<file path="src/rtl/bexkat1Def.sv">
// Shared bexkat1 definitions used by the memory stage: instruction types,
// memory-stage states and access-width codes.
package bexkat1Def;

  typedef enum logic [0:0] {
    S_IDLE = 1'b0,
    S_BUS  = 1'b1
  } memstate_t;

  typedef enum logic [3:0] {
    T_INH    = 4'h0,
    T_PUSH   = 4'h1,
    T_POP    = 4'h2,
    T_CMP    = 4'h3,
    T_MOV    = 4'h4,
    T_INTU   = 4'h5,
    T_INTS   = 4'h6,
    T_FPU    = 4'h7,
    T_FP     = 4'h8,
    T_ALU    = 4'h9,
    T_INT    = 4'ha,
    T_LDI    = 4'hb,
    T_LOAD   = 4'hc,
    T_STORE  = 4'hd,
    T_BRANCH = 4'he,
    T_JUMP   = 4'hf
  } insttype_t;

  localparam logic [1:0] MEM_W32 = 2'b00;
  localparam logic [1:0] MEM_W16 = 2'b01;
  localparam logic [1:0] MEM_W8  = 2'b10;

  function automatic logic is_mem(input insttype_t t);
    return (t == T_LOAD) || (t == T_STORE);
  endfunction

endpackage

</file>
<file path="src/rtl/mem_lane.sv">
// Byte-lane logic for the memory stage (big-endian, sel[3] = byte 0):
// lane selects, store data replication and zero-extended load extraction.
module mem_lane
  import bexkat1Def::*;
(
  input  logic [1:0]  width_i,
  input  logic [1:0]  adr_i,
  input  logic [31:0] st_dat_i,
  input  logic [31:0] ld_dat_i,
  output logic [3:0]  sel_o,
  output logic [31:0] st_dat_o,
  output logic [31:0] ld_res_o
);

  logic [31:0] byte_sh_s;

  // byte 0 lives in the top lane, so shift by (3 - adr) bytes
  assign byte_sh_s = ld_dat_i >> {~adr_i, 3'b000};

  always_comb begin
    sel_o    = 4'hf;
    st_dat_o = st_dat_i;
    ld_res_o = ld_dat_i;
    case (width_i)
      MEM_W16: begin
        sel_o    = adr_i[1] ? 4'b0011 : 4'b1100;
        st_dat_o = {2{st_dat_i[15:0]}};
        ld_res_o = {16'h0000, (adr_i[1] ? ld_dat_i[15:0] : ld_dat_i[31:16])};
      end
      MEM_W8: begin
        sel_o    = 4'b1000 >> adr_i;
        st_dat_o = {4{st_dat_i[7:0]}};
        ld_res_o = {24'h000000, byte_sh_s[7:0]};
      end
      default: begin
        sel_o    = 4'hf;
        st_dat_o = st_dat_i;
        ld_res_o = ld_dat_i;
      end
    endcase
  end

endmodule

</file>
<file path="src/rtl/mem_access.sv">
// bexkat1 memory stage: runs load/store bus cycles, passes other instructions through.
// Optional bus watchdog enabled by defining MEM_TIMEOUT_EN.
module mem_access
  import bexkat1Def::*;
#(
  parameter int unsigned TIMEOUT_CYCLES = 256
) (
  input  logic        clk_i,
  input  logic        rst_i,
  input  logic [63:0] ir_i,
  input  logic [31:0] pc_i,
  input  logic [31:0] result_i,
  input  logic [31:0] reg_data1_i,
  input  logic [1:0]  reg_write_i,
  input  logic        stall_i,
  output logic        stall_o,
  output logic [63:0] ir_o,
  output logic [31:0] pc_o,
  output logic [31:0] result_o,
  output logic [1:0]  reg_write_o,
  output logic        bus_cyc_o,
  output logic        bus_stb_o,
  output logic        bus_we_o,
  output logic [31:0] bus_adr_o,
  output logic [3:0]  bus_sel_o,
  output logic [31:0] bus_dat_o,
  input  logic [31:0] bus_dat_i,
  input  logic        bus_ack_i,
  output logic        exc_o
);

  memstate_t   state_q, state_d;
  logic [63:0] ir_q, ir_d, cap_ir_q, cap_ir_d;
  logic [31:0] pc_q, pc_d, cap_pc_q, cap_pc_d;
  logic [31:0] res_q, res_d, cap_res_q, cap_res_d;
  logic [1:0]  rw_q, rw_d, cap_rw_q, cap_rw_d;
  logic        cap_st_q, cap_st_d, done_q, done_d;
  logic        cyc_q, cyc_d, stb_q, stb_d, we_q, we_d;
  logic [31:0] adr_q, adr_d, dat_q, dat_d;
  logic [3:0]  sel_q, sel_d;

  insttype_t   type_s;
  logic [1:0]  lane_w_s, lane_a_s;
  logic [3:0]  lane_sel_s;
  logic [31:0] lane_st_s, lane_ld_s, bus_res_s;

`ifdef MEM_TIMEOUT_EN
  localparam int CNT_W = $clog2(TIMEOUT_CYCLES + 1);
  logic [CNT_W-1:0] cnt_q, cnt_d;
  logic             exc_q, exc_d;
  assign exc_o = exc_q;
`else
  assign exc_o = 1'b0;
`endif

  assign type_s  = insttype_t'(ir_i[31:28]);
  assign stall_o = stall_i | (state_q == S_BUS);

  // the lane unit sees the incoming instruction while idle, the captured one during a bus cycle
  assign lane_w_s  = (state_q == S_IDLE) ? ir_i[25:24]   : cap_ir_q[25:24];
  assign lane_a_s  = (state_q == S_IDLE) ? result_i[1:0] : cap_res_q[1:0];
  assign bus_res_s = cap_st_q ? cap_res_q : lane_ld_s;

  mem_lane u_lane (
    .width_i  (lane_w_s),
    .adr_i    (lane_a_s),
    .st_dat_i (reg_data1_i),
    .ld_dat_i (bus_dat_i),
    .sel_o    (lane_sel_s),
    .st_dat_o (lane_st_s),
    .ld_res_o (lane_ld_s)
  );

  // stage FSM: next state, capture registers, bus request and pipeline outputs
  always_comb begin
    state_d   = state_q;
    ir_d      = ir_q;
    pc_d      = pc_q;
    res_d     = res_q;
    rw_d      = rw_q;
    cap_ir_d  = cap_ir_q;
    cap_pc_d  = cap_pc_q;
    cap_res_d = cap_res_q;
    cap_rw_d  = cap_rw_q;
    cap_st_d  = cap_st_q;
    done_d    = done_q;
    cyc_d     = cyc_q;
    stb_d     = stb_q;
    we_d      = we_q;
    adr_d     = adr_q;
    sel_d     = sel_q;
    dat_d     = dat_q;
`ifdef MEM_TIMEOUT_EN
    cnt_d     = cnt_q;
    exc_d     = 1'b0;
`endif
    case (state_q)
      S_IDLE: begin
        if (stall_i) begin
          state_d = S_IDLE;
        end else if (is_mem(type_s)) begin
          cap_ir_d  = ir_i;
          cap_pc_d  = pc_i;
          cap_res_d = result_i;
          cap_rw_d  = reg_write_i;
          cap_st_d  = (type_s == T_STORE);
          done_d    = 1'b0;
          cyc_d     = 1'b1;
          stb_d     = 1'b1;
          we_d      = (type_s == T_STORE);
          adr_d     = {result_i[31:2], 2'b00};
          sel_d     = lane_sel_s;
          dat_d     = lane_st_s;
          ir_d      = 64'h0;
          rw_d      = 2'b00;
          state_d   = S_BUS;
`ifdef MEM_TIMEOUT_EN
          cnt_d     = '0;
`endif
        end else begin
          ir_d  = ir_i;
          pc_d  = pc_i;
          res_d = result_i;
          rw_d  = reg_write_i;
        end
      end
      S_BUS: begin
        // done_q: access finished under stall, result parked in cap_res_q
        if (done_q) begin
          if (stall_i) begin
            state_d = S_BUS;
          end else begin
            ir_d    = cap_ir_q;
            pc_d    = cap_pc_q;
            res_d   = cap_res_q;
            rw_d    = cap_rw_q;
            done_d  = 1'b0;
            state_d = S_IDLE;
          end
        end else if (bus_ack_i) begin
          cyc_d     = 1'b0;
          stb_d     = 1'b0;
          we_d      = 1'b0;
          cap_res_d = bus_res_s;
          if (stall_i) begin
            done_d = 1'b1;
          end else begin
            ir_d    = cap_ir_q;
            pc_d    = cap_pc_q;
            res_d   = bus_res_s;
            rw_d    = cap_rw_q;
            state_d = S_IDLE;
          end
        end
`ifdef MEM_TIMEOUT_EN
        else if (cnt_q == CNT_W'(TIMEOUT_CYCLES - 1)) begin
          cyc_d   = 1'b0;
          stb_d   = 1'b0;
          we_d    = 1'b0;
          exc_d   = 1'b1;
          rw_d    = 2'b00;
          ir_d    = cap_ir_q;
          state_d = S_IDLE;
        end else begin
          cnt_d = cnt_q + 1'b1;
        end
`else
        else begin
          state_d = S_BUS;
        end
`endif
      end
      default: begin
        state_d = S_IDLE;
      end
    endcase
  end

  // state and output registers
  always_ff @(posedge clk_i or negedge rst_i) begin
    if (!rst_i) begin
      state_q   <= S_IDLE;
      ir_q      <= 64'h0;
      pc_q      <= 32'h0;
      res_q     <= 32'h0;
      rw_q      <= 2'b00;
      cap_ir_q  <= 64'h0;
      cap_pc_q  <= 32'h0;
      cap_res_q <= 32'h0;
      cap_rw_q  <= 2'b00;
      cap_st_q  <= 1'b0;
      done_q    <= 1'b0;
      cyc_q     <= 1'b0;
      stb_q     <= 1'b0;
      we_q      <= 1'b0;
      adr_q     <= 32'h0;
      sel_q     <= 4'h0;
      dat_q     <= 32'h0;
`ifdef MEM_TIMEOUT_EN
      cnt_q     <= '0;
      exc_q     <= 1'b0;
`endif
    end else begin
      state_q   <= state_d;
      ir_q      <= ir_d;
      pc_q      <= pc_d;
      res_q     <= res_d;
      rw_q      <= rw_d;
      cap_ir_q  <= cap_ir_d;
      cap_pc_q  <= cap_pc_d;
      cap_res_q <= cap_res_d;
      cap_rw_q  <= cap_rw_d;
      cap_st_q  <= cap_st_d;
      done_q    <= done_d;
      cyc_q     <= cyc_d;
      stb_q     <= stb_d;
      we_q      <= we_d;
      adr_q     <= adr_d;
      sel_q     <= sel_d;
      dat_q     <= dat_d;
`ifdef MEM_TIMEOUT_EN
      cnt_q     <= cnt_d;
      exc_q     <= exc_d;
`endif
    end
  end

  assign ir_o        = ir_q;
  assign pc_o        = pc_q;
  assign result_o    = res_q;
  assign reg_write_o = rw_q;
  assign bus_cyc_o   = cyc_q;
  assign bus_stb_o   = stb_q;
  assign bus_we_o    = we_q;
  assign bus_adr_o   = adr_q;
  assign bus_sel_o   = sel_q;
  assign bus_dat_o   = dat_q;

endmodule
</file>
<file path="config.mk">
export PLATFORM = sky130hd
export DESIGN_NAME = mem_access
export DESIGN_NICKNAME = d
export VERILOG_FILES = /design/src/rtl/bexkat1Def.sv /design/src/rtl/mem_lane.sv /design/src/rtl/mem_access.sv
export SDC_FILE = /design/constraint.sdc
export NUM_CORES = 1
export LEC_CHECK = 0
export BUFFER_PORTS_ARGS = -buffer_cell sky130_fd_sc_hd__buf_4
export CORE_ASPECT_RATIO = 1.4
export CORE_MARGIN = 2
export CORE_UTILIZATION = 48
export DETAILED_ROUTE_END_ITERATION = 12
export PLACE_DENSITY = 0.81
export SETUP_SLACK_MARGIN = 0.3
export SYNTH_ARGS = -nofsm -noshare
export SYNTH_HDL_FRONTEND = slang
export SYNTH_SLANG_ARGS = --single-unit
</file>
<file path="constraint.sdc">
create_clock -name clk_i -period 3 [get_ports clk_i]
set_clock_uncertainty 0.15 [all_clocks]
set_input_delay 0.45 -clock clk_i [delete_from_list [all_inputs] [get_ports clk_i]]
set_output_delay 0.45 -clock clk_i [all_outputs]
set_load 0.01 [all_outputs]
</file>
# Word-level counts from Yosys, hierarchy flattened
# Index checks and enable logic that the tools add are counted.
# W data, S select, Z words.
dict set report word_totals {
  register_bits 331
  inputBits 198
  out_inout_bits 203
  wordCells 98
}
dict set report classes {
  eq_ne 12
  shift 2
  n_mux 57
  bitwise 4
  reduce_logical 7
}
# operator count
set ops {}
lappend ops {{$mux W32} 16}
lappend ops {{$mux W64} 5}
lappend ops {{$pmux W32 S2} 5}
lappend ops {{$pmux W64 S2} 1}
lappend ops {{$shr A32 B5 Y8} 1}
lappend ops {{$mux W16} 1}
lappend ops {{$mux W1} 15}
lappend ops {{$mux W2} 7}
lappend ops {{$eq A4 B4 Y1 const B} 2}
lappend ops {{$ne A2 B2 Y1 const B} 4}
lappend ops {{$pmux W1 S2} 4}
lappend ops {{$pmux W4 S2} 1}
lappend ops {{$ne A3 B3 Y1 const B} 2}
lappend ops {{$reduce_and A3 Y1} 2}
lappend ops {{$reduce_and A5 Y1} 1}
lappend ops {{$mux W4} 1}
lappend ops {{$pmux W2 S2} 1}
lappend ops {{$reduce_and A2 Y1} 2}
lappend ops {{$reduce_and A4 Y1} 1}
lappend ops {{$shr A4 B2 Y4 const A} 1}
lappend ops {{$ne A3 B2 Y1 const B} 1}
lappend ops {{$eq A2 B1 Y1 const B} 1}
lappend ops {{$eq A2 B2 Y1 const B} 1}
lappend ops {{$ne A2 B1 Y1 const B} 1}
lappend ops {{4 further kinds} 5}

# Logic depth before layout (Yosys ltp)
# Gate-level depths: netlist (run 1).
dict set report depth {
  depth_word 9
  depth_mapped 13
  mapped_depth_nobuf 7
}

# Modules after synthesis
# Synthesis (run 1) repeated with hierarchy kept, for this count alone.
dict set report hier_totals {
  hier_cells 1308
  area_unflattened_um2 16395.7
}
# mod instances cells_per_inst area_each_um2
set by_module_without_submodules {}
lappend by_module_without_submodules {mem_access 1 1151 15358.5}
lappend by_module_without_submodules {mem_lane 1 157 1037.2}

# Worst setup path before layout (run 1)
# No wires, ideal clock.
dict set report synth_timing {
  path_type {reg-to-reg}
  startpoint {reg state_q}
  endpoint {reg cap_res_q[1]}
  setup_time_ns 0.142
  arrival_ns 2.660
  required_ns 2.708
  slack_ns 0.048
  path_stages_with_launch 13
  n_path_buf 5
  synth_period_minus_slack_ns 2.952
  path_cell_list {dfrtp_1 buf_6 buf_2 buf_1 mux2i_1 inv_1 ha_1 clkbuf_1 nor3b_4 buf_6 a221o_1 a32oi_1 o221ai_1}
}
dict set report synth_via {
  elab_chain_len 8
  elab_cells_between_ends 18
}
# element line
set synth_rtl {}
lappend synth_rtl {{start: declaration} mem_access.sv:32} ;# memstate_t state_q, state_d;
lappend synth_rtl {{start signal: assignment} mem_access.sv:204} ;# state_q <= state_d;
lappend synth_rtl {{$mux W2} mem_access.sv:61} ;# assign lane_a_s = (state_q == S_IDLE) ? result_i[1:0] : cap_res_q[1:0];
lappend synth_rtl {{$not A2 Y2} mem_lane.sv:18} ;# assign byte_sh_s = ld_dat_i >> {~adr_i, 3'b000};
lappend synth_rtl {{$shr A32 B5 Y8} mem_lane.sv:18}
lappend synth_rtl {{$pmux W32 S2} mem_lane.sv:24} ;# case (width_i)
lappend synth_rtl {{$mux W32} mem_access.sv:62} ;# assign bus_res_s = cap_st_q ? cap_res_q : lane_ld_s;
lappend synth_rtl {{$mux W32} mem_access.sv:140} ;# end else if (bus_ack_i) begin
lappend synth_rtl {{$mux W32} mem_access.sv:129} ;# if (done_q) begin
lappend synth_rtl {{$pmux W32 S2} mem_access.sv:97} ;# case (state_q)
lappend synth_rtl {{end signal: assignment} mem_access.sv:211} ;# cap_res_q <= cap_res_d;
lappend synth_rtl {{end: declaration} mem_access.sv:35} ;# logic [31:0] res_q, res_d, cap_res_q, cap_res_d;
# Parallel ways exist; a longest one is shown, timed or not. The select of a mux whose other input is x is not followed.
# A chain may end at the register's enable or synchronous reset.

# Worst setup path after layout (run 1)
dict set report layout_timing {
  startpoint {in ir_i[25]}
  endpoint {reg cap_res_q[1]}
}
dict set report layout_via {
  elab_chain_len 7
  elab_cells_between_ends 8
}
# element line
set layout_rtl {}
lappend layout_rtl {{start: declaration} mem_access.sv:10} ;# input logic [63:0] ir_i,
lappend layout_rtl {{$mux W2 (*)} mem_access.sv:60} ;# assign lane_w_s = (state_q == S_IDLE) ? ir_i[25:24] : cap_ir_q[25:24];
lappend layout_rtl {{$eq A2 B2 Y1 or $eq A2 B1 Y1 (tied branches)} mem_lane.sv:24}
lappend layout_rtl {{$pmux W32 S2 (*)} mem_lane.sv:24}
lappend layout_rtl {{$mux W32 (*)} mem_access.sv:62}
lappend layout_rtl {{$mux W32 (*)} mem_access.sv:140}
lappend layout_rtl {{$mux W32 (*)} mem_access.sv:129}
lappend layout_rtl {{$pmux W32 S2 (*)} mem_access.sv:97}
# Mark *: on every way between the ends. The rest lies on a longest branch, timed or not. The select of a mux whose other input is x is not followed.

==> flow_metrics.env, run 1 <==
export IMPL_status="complete, no violations"
export IMPL_crit_arrival_ns=2.82
export IMPL_relSlewSlack_pct=48.6
export IMPL_port_buffers=397
export IMPL_critical_path_cell_count=8
export IMPL_drtIter0Drc=1036
export IMPL_cts_sinks=331
export IMPL_gp_congestion=0.886
export IMPL_switching_share_pct=32.1
export IMPL_grt_first_pass_wirelength_um=76900
export IMPL_clkTransAtPathRegs_ns=0.06
export IMPL_rsz0062_at_grt="no"
export IMPL_drcViolationCount=0
export IMPL_p_sw_uw=4810
export IMPL_critPathSlowestCell="dlygate4sd3_1"
export IMPL_first_pass_iters=6
export IMPL_synth_common_cells="nand2_1, dfrtp_1, nor2_1"
export IMPL_fp_dieArea_um2=32800
export IMPL_antenna_found_initial=2
export IMPL_synth_area_um2=15000
export IMPL_dr_total_vias=14500
export IMPL_hold_path_class="in -> reg"
export IMPL_die_w_um=154
export IMPL_cts_tree="yes"
export IMPL_postSynthAreaPerCell_um2=9.00
export IMPL_placement_rows=76
export IMPL_path_cells="dlygate4sd3_1 > buf_4 > mux2i_1 > ha_4 > a21o_1 > a221o_1 > a32oi_2 > o221ai_1"
export IMPL_synth_area_top_cells="dfrtp_1, nand2_1, a22oi_1"
export IMPL_cts_buffer_depth=3
export IMPL_start_util_pct=48.8
export IMPL_cts_root_buf="clkbuf_16"
export IMPL_r2r_end="cap_res_q[1]"
export IMPL_fin_area_um2=20700
export IMPL_synth_cells=1671
export IMPL_yosysMostFrequentCell="nand2_1"
export IMPL_worst_path_buf_inv=2
export IMPL_regArea_um2=8290
export IMPL_dp_hpwl_um=32700
export IMPL_cp_max_fo=9
export IMPL_endpoint_kind="flip-flop"
export IMPL_core_area_um2=30800
export IMPL_ys_warn_count=0
export IMPL_cts_made_buffers=34
export IMPL_hold_path_depth=3
export IMPL_worstPathRequired_ns=3.23
export IMPL_ys_ff_latch=331
export IMPL_grt_max_degree=90
export IMPL_p_leak_uw=0.0101
export IMPL_hold_viol=0
export IMPL_n_fill_cell=2361
export IMPL_ys_seq_area_share_pct=55.1
export IMPL_overflow=0
export IMPL_power_uw=15000
export IMPL_hold_path_startpoint="ir_i[46]"
export IMPL_route_antenna_remaining_nets=0
export IMPL_max_stage_delay_ns=0.57
export IMPL_p_clk_share_pct=30.3
export IMPL_via_per_inst=5.70
export IMPL_cap_violations=0
export IMPL_grt_usage_pct=29.2
export IMPL_critPathLaunchType="primary input"
export IMPL_reg2reg_slack_ns=0.45
export IMPL_synthArstFlopShare_pct=100
export IMPL_vdd_drop_max_v=0.000486
export IMPL_setup_viol=0
export IMPL_clkLatencyLatePin_ns=0.52
export IMPL_synth_distinct_cells=48
export IMPL_r2r_start="state_q"
export IMPL_post_drt_wl_per_cell_um=19.5
export IMPL_whs_ns=0.00947
export IMPL_drv_slew=0
export IMPL_h_tree_depth=2
export IMPL_grt_pass1_vias=14500
export IMPL_min_to="cap_ir_q[46]"
export IMPL_synth_top_area_share_pct=55.1
export IMPL_path_class="in -> reg"
export IMPL_wirelength_um=49500
export IMPL_synth_edf_count=0
export IMPL_power_frac_seq_pct=41.4
export IMPL_postLayoutCoreUtil_pct=67.1
export IMPL_dieHeight_um=213
export IMPL_timing_final_crit_period_ns=2.59
export IMPL_finalCritPeriodShare_pct=86.5
export IMPL_combPwrFrac_pct=28.3
export IMPL_rr_worst_depth=6
export IMPL_areaGrowthSynthToFinish_pct=37.5
export IMPL_multi_input_area_um2=6180
export IMPL_drive_above_1_share_pct=24.1
export IMPL_pwr_density_cell_nw_per_um2=724
export IMPL_cts_setup_buffers=0
export IMPL_worst_pin_slew_ns=0.771
export IMPL_ios=401
export IMPL_p_int_uw=10200
export IMPL_finalSetupTns_ns=0
export IMPL_place_area_um2=18400
export IMPL_fin_nets=2318
export IMPL_fmax_ghz=0.386
export IMPL_cpLargestDelayFamily="compound AO/OA/AOI/OAI gates"
export IMPL_synthFlopType="dfrtp_1"
export IMPL_yosys_area_top_type="dfrtp_1"
[cell type report]
cell class | instances | share of cell area, %
Clock inverter | 12 | 0.835
Inverter | 19 | 0.345
Antenna cell | 2 | 0.0242
Multi-Input combinational cell | 1193 | 29.9
Sequential cell | 331 | 40.1
Tap cell | 390 | 2.36
Clock buffer | 48 | 4.97
Timing Repair Buffer | 539 | 21.5
[flip-flops by register name (all words and copies together) (netlist names)]
| signal | cells |
|---|---|
| reg_write_o | 2 |
| done_q | 1 |
| pc_o | 32 |
| cap_ir_q | 64 |
| bus_dat_o | 32 |
| result_o | 32 |
| bus_stb_o | 1 |
| bus_adr_o | 30 |
| ir_o | 64 |
| cap_res_q | 32 |
| cap_st_q | 1 |
| cap_pc_q | 32 |
| bus_we_o | 1 |
| state_q | 1 |
| bus_sel_o | 4 |
| cap_rw_q | 2 |
[cells by family (layout without fill, tap and decap cells)]
group	Yosys count	after routing	share of synthesized area, %
AO/OA/AOI/OAI	426	426	18.8
adder cells (fa/ha/maj)	2	2	0.166
buffers and inverters	149	618	4.38
flip-flops	331	331	55.1
multiplexers	38	38	2.56
other	1	5	0.0249
AND/OR/NAND/NOR	724	724	19.0
[metal layers]
metal | vias up | share of wire (%) | routed length, um | track usage, %
met1 | 7010 | 37 | 18300 | 35.4
li1 | 6584 | - | - | -
met5 | - | 0 | 0 | 0
met3 | 182 | 7.1 | 3520 | 6.10
met2 | 679 | 49 | 24500 | 48.6
met4 | 0 | 6.4 | 3180 | 17.0
[power groups by stage]
stage | Clock (uW) | Combinational, uW | Sequential [uW]
after floorplan | 0 | 2040 | 6330
after global placement | 0 | 3950 | 6200
after detailed placement | 0 | 4070 | 6240
after CTS | 4620 | 4210 | 6180
after global routing | 4800 | 4660 | 6320
final | 4540 | 4240 | 6210
[timing repair]
item                                   in CTS  in global routing
gates resized for setup                     0                  4
setup endpoints to repair                   0                 20
endpoints found under the hold margin     167                  0
hold buffers                              109                  0
[cells in the final DEF, fill, tap and decap left out, types with 5 or more instances in the layout]
cell	netlist	final
buf_4	4	418
dlygate4sd3_1	0	109
nand3_1	40	40
a221oi_2	6	6
nor2_1	144	141
o21ai_1	5	5
clkbuf_1	69	5
a211oi_1	8	8
dfrtp_1	331	330
buf_12	0	10
a21o_1	18	18
o21ai_0	82	82
a221o_1	9	8
o22ai_1	32	32
mux2i_1	37	37
o221ai_1	11	11
a22oi_2	6	6
a22oi_1	81	81
nand2_1	516	515
a21oi_1	118	118
inv_1	19	19
clkbuf_8	0	6
a221oi_1	14	14
o2bb2ai_1	15	15
nand2b_1	13	13
clkbuf_16	0	37
o211ai_1	7	7
[per-stage QoR]
stage | worst slack [ns] | cells
after floorplan | 0.308 | 1673
after global placement | 0.392 | 2363
after detailed placement | 0.359 | 2363
after CTS | 0.331 | 2532
after global routing | 0.324 | 2534
final | 0.406 | 2534
[tightest hold or removal path, delay by kind of cell]
family        cells  cell delay (ns)
simple gates      2             0.09
buf+inv           1             0.09
[worst max path at each step]
stage	start	to	slack [ns]
detailed placement	state_q	cap_res_q[1]	0.36
global route	ir_i[25]	result_o[11]	0.32
floorplan	state_q	cap_res_q[1]	0.31
global placement	state_q	cap_res_q[1]	0.39
CTS	state_q	cap_res_q[1]	0.33
finish	ir_i[25]	cap_res_q[1]	0.41
Power figures use the tool's default switching activity.
==> run 2: changes to the inputs <==
CORE_UTILIZATION = 30   (was 48)
PLACE_DENSITY = 0.56   (was 0.81)
==> run 2 against run 1 <==
  * Core utilization is 24 points lower
  * Clock power grew 8.1%
  * Worst setup slack worse by 0.037 ns
  * Die area is 58% higher
  * Cell area rose by 3.9%
  * Register-to-register slack about the same
  * Power up 2.9%
  * Worst hold slack gained 0.0099 ns
  * Via count down 2.2%
  * Global-route usage decreased by 9.3 points
  * Maximum frequency is 1.4% lower
  * First-iteration DRC count shrank 9.5%
  * Critical path type unchanged
  * Critical endpoint is now cap_res_q[3]
==> flow_metrics.env, run 2 (synthesis results as in run 1) <==
export IMPL_p_leak_uw=0.0103
export IMPL_relSlewSlack_pct=45.5
export IMPL_dr_total_vias=14100
export IMPL_drv_slew=0
export IMPL_path_class="in -> reg"
export IMPL_hold_viol=0
export IMPL_timing_final_crit_period_ns=2.63
export IMPL_h_tree_depth=2
export IMPL_post_drt_wl_per_cell_um=19.1
export IMPL_start_util_pct=30.2
export IMPL_r2r_start="state_q"
export IMPL_final_common_cell="nand2_1"
export IMPL_overflow=0
export IMPL_worstPathRequired_ns=3.28
export IMPL_layout_common_cells="nand2_1, buf_4, dfrtp_1, nor2_1, dlygate4sd3_1"
export IMPL_hold_path_startpoint="result_i[30]"
export IMPL_hold_path_depth=3
export IMPL_die_w_um=193
export IMPL_stdcell_count=2828
export IMPL_critPathSlowestCell="dlygate4sd3_1"
export IMPL_endpoint_kind="flip-flop"
export IMPL_route_antenna_remaining_nets=0
export IMPL_clkLatencyLatePin_ns=0.54
export IMPL_critPathLaunchType="primary input"
export IMPL_drcViolationCount=0
export IMPL_rr_worst_depth=7
export IMPL_ios=401
export IMPL_fin_nets=2355
export IMPL_max_stage_delay_ns=0.56
export IMPL_via_per_inst=5.00
export IMPL_worst_pin_slew_ns=0.818
export IMPL_cts_buffer_depth=3
export IMPL_min_to="bus_adr_o[30]"
export IMPL_grt_max_degree=125
export IMPL_status="complete, no violations"
export IMPL_areaGrowthSynthToFinish_pct=42.9
export IMPL_crit_arrival_ns=2.91
export IMPL_cts_sinks=331
export IMPL_first_pass_iters=5
export IMPL_hold_path_class="in -> reg"
export IMPL_port_buffers=397
export IMPL_placement_rows=97
export IMPL_grt_usage_pct=19.9
export IMPL_fmax_ghz=0.380
export IMPL_finalSetupTns_ns=0
export IMPL_finalCritPeriodShare_pct=87.7
export IMPL_r2r_end="result_o[9]"
export IMPL_cts_tree="yes"
export IMPL_drtIter0Drc=938
export IMPL_numPlacedInstances=2624
export IMPL_grt_first_pass_wirelength_um=82000
export IMPL_pwr_density_cell_nw_per_um2=717
export IMPL_cts_setup_buffers=0
export IMPL_core_area_um2=49800
export IMPL_dieHeight_um=269
export IMPL_cts_root_buf="clkbuf_16"
export IMPL_cap_violations=0
export IMPL_cp_max_fo=22
export IMPL_vdd_drop_max_v=0.000410
export IMPL_path_cells="dlygate4sd3_1 > buf_4 > mux2i_2 > inv_1 > ha_4 > buf_12 > a311o_4 > a221oi_2 > a22oi_2 > o211ai_1"
export IMPL_cts_made_buffers=37
export IMPL_clkTransAtPathRegs_ns=0.06
export IMPL_gp_congestion=0.833
export IMPL_setup_viol=0
export IMPL_grt_pass1_vias=13900
export IMPL_reg2reg_slack_ns=0.45
export IMPL_wirelength_um=54000
export IMPL_drive_above_1_share_pct=24.4
export IMPL_dp_hpwl_um=37000
export IMPL_fp_dieArea_um2=52000
export IMPL_rsz0062_at_grt="yes"
export IMPL_n_fill_cell=4904
export IMPL_antenna_found_initial=2
==> run 2: per-stage QoR <==
stage | cell area [um^2] | hold slack [ns] | setup slack, ns | util [%] | power [uW]
6_report | 21500 | 0.0193 | 0.369 | 43.2 | 15400
5_1_grt | 21500 | 0.0286 | 0.264 | 43.2 | 16300
4_1_cts | 21400 | 0.000369 | 0.311 | 43.1 | 15600
3_5_place_dp | 18800 | 0.306 | 0.353 | 37.7 | 10400
3_3_place_gp | 18800 | 0.301 | 0.365 | 37.7 | 10300
2_1_floorplan | 15100 | 0.00441 | 0.308 | - | 8360
==> run 2: what timing repair did <==
action	CTS	global route
endpoints found under the setup margin	0	32
resized for setup	0	5
hold buffers	134	0
hold endpoints to repair	188	0
==> run 2: where the power goes <==
part           leakage, uW  internal [uW]  switching [uW]  total [uW]
combinational      0.00571           2010            2320        4330
sequential         0.00399           5480             700        6180
clock             0.000644           2950            1960        4910
total               0.0103          10400            4980       15400
==> run 2: cell type report <==
type	count	area (um^2)	share of cell area, %
repair buffers	573	4830	22.5
well taps	643	805	3.74
multi-input cells	1193	6190	28.8
clock inverters	14	188	0.873
clock buffers	52	1110	5.19
diodes	3	7.51	0.0349
flip-flops and latches	331	8290	38.6
inverters	19	71.3	0.332
==> run 2: critical path, delay by kind of cell <==
kind | cells | cell delay (ns)
buf+inv | 4 | 0.99
mux | 1 | 0.17
compound gates | 4 | 1.01
fa+ha+maj | 1 | 0.27
==> run 2: worst max-delay path by stage <==
stage,start,to,depth (start not counted)
3_3_place_gp,ir_i[24],result_o[15],9
3_5_place_dp,ir_i[24],cap_res_q[2],9
6_report,ir_i[24],cap_res_q[3],10
2_1_floorplan,state_q,cap_res_q[1],12
5_1_grt,ir_i[24],result_o[14],10
4_1_cts,ir_i[24],cap_res_q[3],10
==> run 2: metal layers <==
metal  global-route usage [%]  routed length [um]  share of wire (%)  vias up
met3                     4.12                3730                6.9       95
met4                     7.26                1780                3.3        0
met1                     24.9               21500                 40     6861
li1                         -                   -                  -     6682
met2                     34.0               27000                 50      493
met5                        0                   0                  0        -
